$ cat src/rtl/pseudo_spi_xfer_engine.sv
// rtl/pseudo_spi_xfer_engine.sv - SRAM <-> two-phase serial word transfer engine
module pseudo_spi_xfer_engine #(
    parameter int MEMORY_DATA_WIDTH = 8,
    parameter int MEMORY_ADDR_WIDTH = 10,
    parameter int RESERVED_DATA_LEN = 8,
    parameter int DIV_WIDTH         = 8
) (
    input  logic                         CLK,
    input  logic                         rst_n,
    input  logic                         BGN,
    input  logic                         MODE,
    input  logic [MEMORY_ADDR_WIDTH-1:0] ADDR_BGN,
    input  logic [RESERVED_DATA_LEN-1:0] DATA_LEN,
    input  logic [DIV_WIDTH-1:0]         FREQ_DIV,
    input  logic [MEMORY_DATA_WIDTH-1:0] PI,
    input  logic                         SPI_SI,
    output logic                         SCLK1,
    output logic                         SCLK2,
    output logic                         LAT,
    output logic                         SPI_SO,
    output logic                         CEN,
    output logic                         D_WE,
    output logic [MEMORY_ADDR_WIDTH-1:0] A,
    output logic [MEMORY_DATA_WIDTH-1:0] PO,
    output logic                         spi_MUX,
    output logic                         spi_is_done
);
    localparam int W  = MEMORY_DATA_WIDTH;
    localparam int AW = MEMORY_ADDR_WIDTH;
    localparam int LW = RESERVED_DATA_LEN;
    localparam int VW = DIV_WIDTH;
    localparam int BW = (W > 1) ? $clog2(W) : 1;
    localparam logic [BW-1:0] LAST_BIT = BW'(W - 1);

    typedef enum logic [2:0] {
        IDLE  = 3'b000,
        ADDR  = 3'b001,
        READ  = 3'b011,
        SOUT  = 3'b010,
        LOOP  = 3'b110,
        RDY   = 3'b100,
        DONE  = 3'b101,
        WRITE = 3'b111
    } state_t;

    state_t          state_q;
    logic            mode_q;
    logic [AW-1:0]   addr_q;
    logic [LW-1:0]   len_q;
    logic [VW-1:0]   div_q;
    logic [VW-1:0]   cnt_q;
    logic [VW-1:0]   cnt_d;
    logic [1:0]      phase_q;
    logic [1:0]      phase_d;
    logic            phase_end;
    logic [BW-1:0]   bit_cnt_q;
    logic [W-1:0]    shift_q;
    logic            bgn_prev_q;
    logic            sclk1_q, sclk2_q, lat_q, so_q, cen_q, we_q, mux_q, done_q;
    logic [AW-1:0]   a_q;
    logic [W-1:0]    po_q;

    // Phase timer: each phase lasts div_q+1 cycles, phases wrap 0..3
    always_comb begin
        phase_end = (cnt_q == div_q);
        cnt_d     = phase_end ? '0 : cnt_q + VW'(1);
        phase_d   = phase_end ? phase_q + 2'd1 : phase_q;
    end

    // Transfer FSM with all outputs registered on the transition into each state
    always_ff @(posedge CLK or negedge rst_n) begin
        if (!rst_n) begin
            state_q    <= IDLE;
            mode_q     <= 1'b0;
            addr_q     <= '0;
            len_q      <= '0;
            div_q      <= '0;
            cnt_q      <= '0;
            phase_q    <= 2'd0;
            bit_cnt_q  <= '0;
            shift_q    <= '0;
            bgn_prev_q <= 1'b1;   // a level-high BGN at reset release is not an edge
            sclk1_q    <= 1'b0;
            sclk2_q    <= 1'b0;
            lat_q      <= 1'b0;
            so_q       <= 1'b0;
            cen_q      <= 1'b1;
            we_q       <= 1'b1;
            mux_q      <= 1'b0;
            done_q     <= 1'b0;
            a_q        <= '0;
            po_q       <= '0;
        end else begin
            bgn_prev_q <= BGN;
            cen_q      <= 1'b1;   // SRAM strobes last exactly one cycle
            we_q       <= 1'b1;
            if ((state_q != IDLE) && (state_q != DONE) && !BGN) begin
                state_q   <= IDLE;
                sclk1_q   <= 1'b0;
                sclk2_q   <= 1'b0;
                lat_q     <= 1'b0;
                so_q      <= 1'b0;
                mux_q     <= 1'b0;
                cnt_q     <= '0;
                phase_q   <= 2'd0;
                bit_cnt_q <= '0;
            end else begin
                case (state_q)
                    IDLE: begin
                        if (BGN && !bgn_prev_q) begin
                            mode_q    <= MODE;
                            div_q     <= FREQ_DIV;
                            addr_q    <= ADDR_BGN + AW'(1);
                            len_q     <= DATA_LEN;
                            cnt_q     <= '0;
                            phase_q   <= 2'd0;
                            bit_cnt_q <= '0;
                            shift_q   <= '0;
                            if (DATA_LEN == '0) begin
                                state_q <= DONE;
                                done_q  <= 1'b1;
                            end else begin
                                mux_q <= 1'b1;
                                if (!MODE) begin
                                    state_q <= ADDR;
                                    a_q     <= ADDR_BGN + AW'(1);
                                    cen_q   <= 1'b0;
                                end else begin
                                    state_q <= LOOP;
                                    sclk1_q <= 1'b1;
                                end
                            end
                        end
                    end
                    ADDR: state_q <= READ;
                    READ: begin
                        shift_q <= PI;
                        state_q <= SOUT;
                    end
                    SOUT: begin
                        so_q    <= shift_q[0];
                        sclk1_q <= 1'b1;
                        cnt_q   <= '0;
                        phase_q <= 2'd0;
                        state_q <= LOOP;
                    end
                    LOOP: begin
                        cnt_q <= cnt_d;
                        if (lat_q) begin
                            // Latch phase after the last bit of the word
                            if (phase_end) begin
                                lat_q <= 1'b0;
                                if (mode_q) begin
                                    state_q <= WRITE;
                                    a_q     <= addr_q;
                                    po_q    <= shift_q;
                                    cen_q   <= 1'b0;
                                    we_q    <= 1'b0;
                                end else begin
                                    state_q <= RDY;
                                end
                            end
                        end else begin
                            phase_q <= phase_d;
                            sclk2_q <= (phase_d == 2'd2);
                            if (mode_q && (phase_q == 2'd2) && phase_end) begin
                                shift_q <= {SPI_SI, shift_q[W-1:1]};
                            end
                            if ((phase_q == 2'd3) && phase_end) begin
                                if (bit_cnt_q == LAST_BIT) begin
                                    bit_cnt_q <= '0;
                                    sclk1_q   <= 1'b0;
                                    lat_q     <= 1'b1;
                                end else begin
                                    bit_cnt_q <= bit_cnt_q + BW'(1);
                                    sclk1_q   <= 1'b1;
                                    if (!mode_q) begin
                                        shift_q <= shift_q >> 1;
                                        so_q    <= shift_q[1];
                                    end
                                end
                            end else begin
                                sclk1_q <= (phase_d == 2'd0);
                            end
                        end
                    end
                    WRITE: state_q <= RDY;
                    RDY: begin
                        len_q <= len_q - LW'(1);
                        if (len_q == LW'(1)) begin
                            state_q <= DONE;
                            done_q  <= 1'b1;
                            mux_q   <= 1'b0;
                            so_q    <= 1'b0;
                        end else begin
                            addr_q  <= addr_q + AW'(1);
                            cnt_q   <= '0;
                            phase_q <= 2'd0;
                            if (mode_q) begin
                                state_q <= LOOP;
                                sclk1_q <= 1'b1;
                            end else begin
                                state_q <= ADDR;
                                a_q     <= addr_q + AW'(1);
                                cen_q   <= 1'b0;
                            end
                        end
                    end
                    DONE: begin
                        if (!BGN) begin
                            state_q <= IDLE;
                            done_q  <= 1'b0;
                        end
                    end
                    default: state_q <= IDLE;
                endcase
            end
        end
    end

    assign SCLK1       = sclk1_q;
    assign SCLK2       = sclk2_q;
    assign LAT         = lat_q;
    assign SPI_SO      = so_q;
    assign CEN         = cen_q;
    assign D_WE        = we_q;
    assign A           = a_q;
    assign PO          = po_q;
    assign spi_MUX     = mux_q;
    assign spi_is_done = done_q;
endmodule

$ cat config.mk
export PLATFORM = sky130hd
export DESIGN_NAME = pseudo_spi_xfer_engine
export DESIGN_NICKNAME = d
export VERILOG_FILES = /design/src/rtl/pseudo_spi_xfer_engine.sv
export SDC_FILE = /design/constraint.sdc
export NUM_CORES = 1
export LEC_CHECK = 0
export ABC_CLOCK_PERIOD_IN_PS = 2600
export CAP_MARGIN = 0
export CORE_MARGIN = 2
export CORE_UTILIZATION = 40
export CTS_BUF_LIST = sky130_fd_sc_hd__clkbuf_8 sky130_fd_sc_hd__clkbuf_16
export DETAILED_ROUTE_END_ITERATION = 12
export HOLD_SLACK_MARGIN = 0.02
export SETUP_SLACK_MARGIN = 0.4
export SYNTH_ARGS = -nofsm -noshare
export SYNTH_HDL_FRONTEND = slang
export SYNTH_SLANG_ARGS = --single-unit
$ cat constraint.sdc
create_clock -name CLK -period 2.6 [get_ports CLK]
set_clock_uncertainty 0.2 [all_clocks]
set_input_delay 0.52 -clock CLK [delete_from_list [all_inputs] [get_ports CLK]]
set_output_delay 0.52 -clock CLK [all_outputs]
set_load 0.02 [all_outputs]
==> impl_metrics.py, run 1 <==
metrics = {
    "status": {
        "status": "finished, final reports clean",
    },
    "drt": {
        "totalWireLength_um": 12500,
        "route.detailed.drc": 0,
        "routed_via_density": 5.60,
        "first_pass_iters": 5,
        "routedWlPerCell_um": 16.6,
        "drt-initial-drc-count": 345,
        "vias": 4212,
        "detail-route-antenna-nets": 0,
    },
    "power_and_ir_drop": {
        "pwr_density_cell_nw_per_um2": 978,
        "power_uw": 6350,
        "switchingPower_uw": 2470,
        "vdd_drop_max_mv": 0.538,
        "sw_frac_of_total": 0.388,
        "pwr-share-seq": 0.320,
        "combPwrFrac": 0.503,
        "power_leakage_uw": 0.00285,
        "clkPwrFrac": 0.177,
        "p_int_uw": 3890,
    },
    "min_path": {
        "hp-start": "BGN",
        "min_path_type": "input port to flip-flop",
    },
    "cells_and_area": {
        "stdcell_area_um2": 6490,
        "area_growth_syn_to_layout_pct": 38.4,
        "nets": 652,
        "diodes": 0,
        "stdcell_count": 752,
        "drive_gt1_frac": 0.259,
    },
    "clocking": {
        "clock_latency_ps": 340,
        "htreeDepth": 3,
        "cts_sinks": 78,
        "clk_pin_slew_ps": 60,
        "root_buffer": "clkbuf_16",
        "cts_tree": "built",
        "clockBufferDepth": 2,
        "cts_buffers": 9,
    },
    "placed_design": {
        "pre_cts_slack_ps": -101,
        "dp_hpwl_um": 8810,
        "dpl_cell_area_um2": 5730,
        "dpl.cell_count": 711,
        "portBuffers": 64,
        "place_congestion": 0.927,
    },
    "worst_setup_path": {
        "critPathLaunchType": "flip-flop",
        "crit_fanout": 8,
        "path_cells": "nor2_2 -> a22oi_1 -> a211oi_4 -> o211ai_4 -> buf_12 -> buf_16 -> mux2_4",
        "timing.critical_path.buf_inv": 2,
        "critical_path_class": "flip-flop to flip-flop",
        "critPathCaptureType": "flip-flop",
        "slowest_delay_ps": 480,
        "slowest_stage": "dfrtp_2",
        "rrSetupSlack_ps": 340,
        "crit_family": "compound AO/OA/AOI/OAI gates",
        "required_ps": 2620,
        "crit_path_start": "state_q[2]",
        "critPathArrivalTime_ps": 2280,
        "r2r_start": "state_q[2]",
    },
    "timing": {
        "slew_headroom": 0.687,
        "fmax_mhz": 442,
        "tightestPinTransition_ps": 470,
        "finalMaxSlewViolations": 0,
        "setup_viol": 0,
        "min_period_over_period": 0.870,
        "setup_slack_ps": 338,
        "grt_setup_unrepaired": "true",
        "min_period_ps": 2260,
        "fin_hold_ws_ps": 279,
        "hold_viol_final": 0,
    },
    "yosys": {
        "synth_edf_count": 0,
        "postSynthAreaPerCell_um2": 9.69,
        "synthDistinctLibCells": 72,
        "synthTopCellsByArea": "dfrtp_1 (40%), mux2_2 (4.3%), xnor2_1 (3.9%)",
        "synth-main-ff-cell": "dfrtp_1",
        "yosys_warnings": 0,
        "syn_inst": 484,
        "netlist.area_leader.share": 0.400,
        "async_reset_ff_frac": 1.00,
        "syn_area_um2": 4690,
        "synth_top_cell_by_area": "dfrtp_1",
        "ys_seq_elements": 78,
        "ys_seq_area_frac": 0.417,
        "synth_nets": 532,
    },
    "global_routing": {
        "grt_pass1_vias": 4015,
        "antenna_found_initial": 0,
        "grt_max_degree": 46,
        "grt_overflow_total": 0,
        "grt_pass1_wl_um": 20200,
        "grt.total_usage": 0.197,
    },
    "run": {
        "cap_violations": 0,
    },
    "floorplan": {
        "dieHeight_um": 112,
        "initial_utilization": 0.411,
        "fp.dieArea_um2": 12600,
        "rows": 39,
        "dieWidth_um": 112,
        "coreArea_um2": 11400,
        "ios": 65,
    },
}
## layout make-up
class	instances	area, um^2
clock buffers	10	239
clock inverters	6	23.8
fillers	1028	4920
inverters	19	71.3
multi-input cells	366	2800
flip-flops and latches	78	1970
well taps	143	179
repair buffers	130	1210
## power by group through the flow
| stage | clock [uW] | sequential, uW | combinational (uW) |
|---|---|---|---|
| final | 1130 | 2030 | 3190 |
| after global routing | 1210 | 2100 | 3470 |
| after CTS | 1150 | 2010 | 2910 |
| after detailed placement | 0 | 2030 | 2660 |
| after global placement | 0 | 2010 | 2610 |
| after floorplan | 0 | 2030 | 1730 |
## cell usage after synthesis (all sizes together), types with 2 or more instances
master	n
and2	10
and4	2
a31o	2
o21ai	31
a21o	2
or3	3
o2bb2ai	3
nand4	13
o211ai	3
nor2b	5
mux2	26
nand2	27
mux2i	9
or4	2
nand3	17
o22ai	3
buf	12
inv	19
xnor2	21
a32oi	2
nor3b	3
a2bb2oi	4
a21boi	2
a22oi	3
xor2	9
a31oi	3
a32o	3
a221o	8
dfrtp	75
ha	9
o31ai	2
nor2	41
nor3	17
o211a	2
nand2b	5
clkbuf	9
nor4	9
and3	8
a22o	6
dfstp	3
a211oi	3
a21oi	29
o22a	3
## worst reg2reg max path: cells and delay by family, from the launching register on
kind,cells,cell delay [ps]
buffers and inverters,2,270
and+or+nand+nor,1,290
muxes,1,280
DFF,1,480
AOI/OAI and AO/OA,3,620
## placed cells by master, fill, tap and decap left out, types with 4 or more instances in the layout
| cell type | netlist | final |
|---|---|---|
| xnor2_2 | 0 | 6 |
| xnor2_1 | 21 | 15 |
| xor2_1 | 9 | 9 |
| nor3_1 | 15 | 13 |
| clkdlybuf4s50_1 | 0 | 53 |
| and2_1 | 9 | 8 |
| mux2i_1 | 9 | 9 |
| and3_1 | 8 | 6 |
| a22o_1 | 6 | 6 |
| buf_6 | 2 | 6 |
| nand2_1 | 27 | 26 |
| a221o_1 | 8 | 8 |
| nand4_1 | 13 | 13 |
| ha_1 | 9 | 8 |
| nor2_1 | 41 | 37 |
| a2bb2oi_1 | 4 | 4 |
| nand3_1 | 17 | 17 |
| dfrtp_1 | 75 | 67 |
| o21ai_0 | 27 | 23 |
| nor4_1 | 8 | 5 |
| mux2_4 | 8 | 9 |
| nor2b_1 | 5 | 5 |
| dfrtp_2 | 0 | 8 |
| clkbuf_16 | 0 | 9 |
| mux2_2 | 18 | 17 |
| o21ai_2 | 2 | 4 |
| nand2b_1 | 5 | 5 |
| a21oi_1 | 28 | 28 |
| buf_4 | 1 | 56 |
| inv_1 | 19 | 23 |
| dlygate4sd2_1 | 0 | 7 |
## flip-flops by register name (all words and copies together) (netlist names), 2 cells and up
register	count
A	10
addr_q	10
phase_q	2
bit_cnt_q	3
shift_q	8
state_q	3
len_q	8
PO	8
cnt_q	8
div_q	8
## worst paths after layout
kind	end	depth (start not counted)
min reg2reg	A[5]	1
max	A[4]	7
max reg2reg	A[4]	7
min	bgn_prev_q	1
max in group asynchronous	D_WE	3
min in group asynchronous	A[8]	2
## logic make-up (layout without fill, tap and decap cells)
group | count (synthesis) | count (layout) | synth area share
buffers and inverters | 40 | 165 | 0.0381
AND/OR/NAND/NOR | 167 | 167 | 0.191
adder cells (fa/ha/maj) | 9 | 9 | 0.0240
multiplexers | 35 | 35 | 0.0880
flip-flops | 78 | 78 | 0.417
AO/OA/AOI/OAI | 125 | 125 | 0.186
XOR/XNOR | 30 | 30 | 0.0560
## per-layer routing
metal,vias to the layer above,wire (um),track usage
li1,2046,-,-
met1,2036,6010,0.289
met2,113,5650,0.289
met3,17,581,0.0389
met4,0,229,0.0699
met5,-,0,0
## repair_timing
action,CTS,global route
endpoints found under the setup margin,45,55
hold endpoints to repair,32,0
hold buffers,1,0
gates resized for setup,32,44
gates cloned,1,0
setup buffers,11,12
pin swaps,9,15
## stage by stage
step	setup TNS, ps	utilization
after detailed placement	-650	0.502
after global routing	0	0.569
after global placement	-599	0.502
after CTS	0	0.543
final	0	0.569
after floorplan	0	-
No activity file was read; power rests on OpenSTA's default activity.
==> inputs of run 2 (changes only) <==
--- a/config.mk
+++ b/config.mk
@@ -13,6 +13,8 @@
 export DETAILED_ROUTE_END_ITERATION = 12
 export HOLD_SLACK_MARGIN = 0.02
 export SETUP_SLACK_MARGIN = 0.4
+export SKIP_LAST_GASP = 1
 export SYNTH_ARGS = -nofsm -noshare
 export SYNTH_HDL_FRONTEND = slang
 export SYNTH_SLANG_ARGS = --single-unit
+export TNS_END_PERCENT = 100
==> results of run 2 <==
Same layout as run 1: the final DEF is identical, and so are final timing and power.
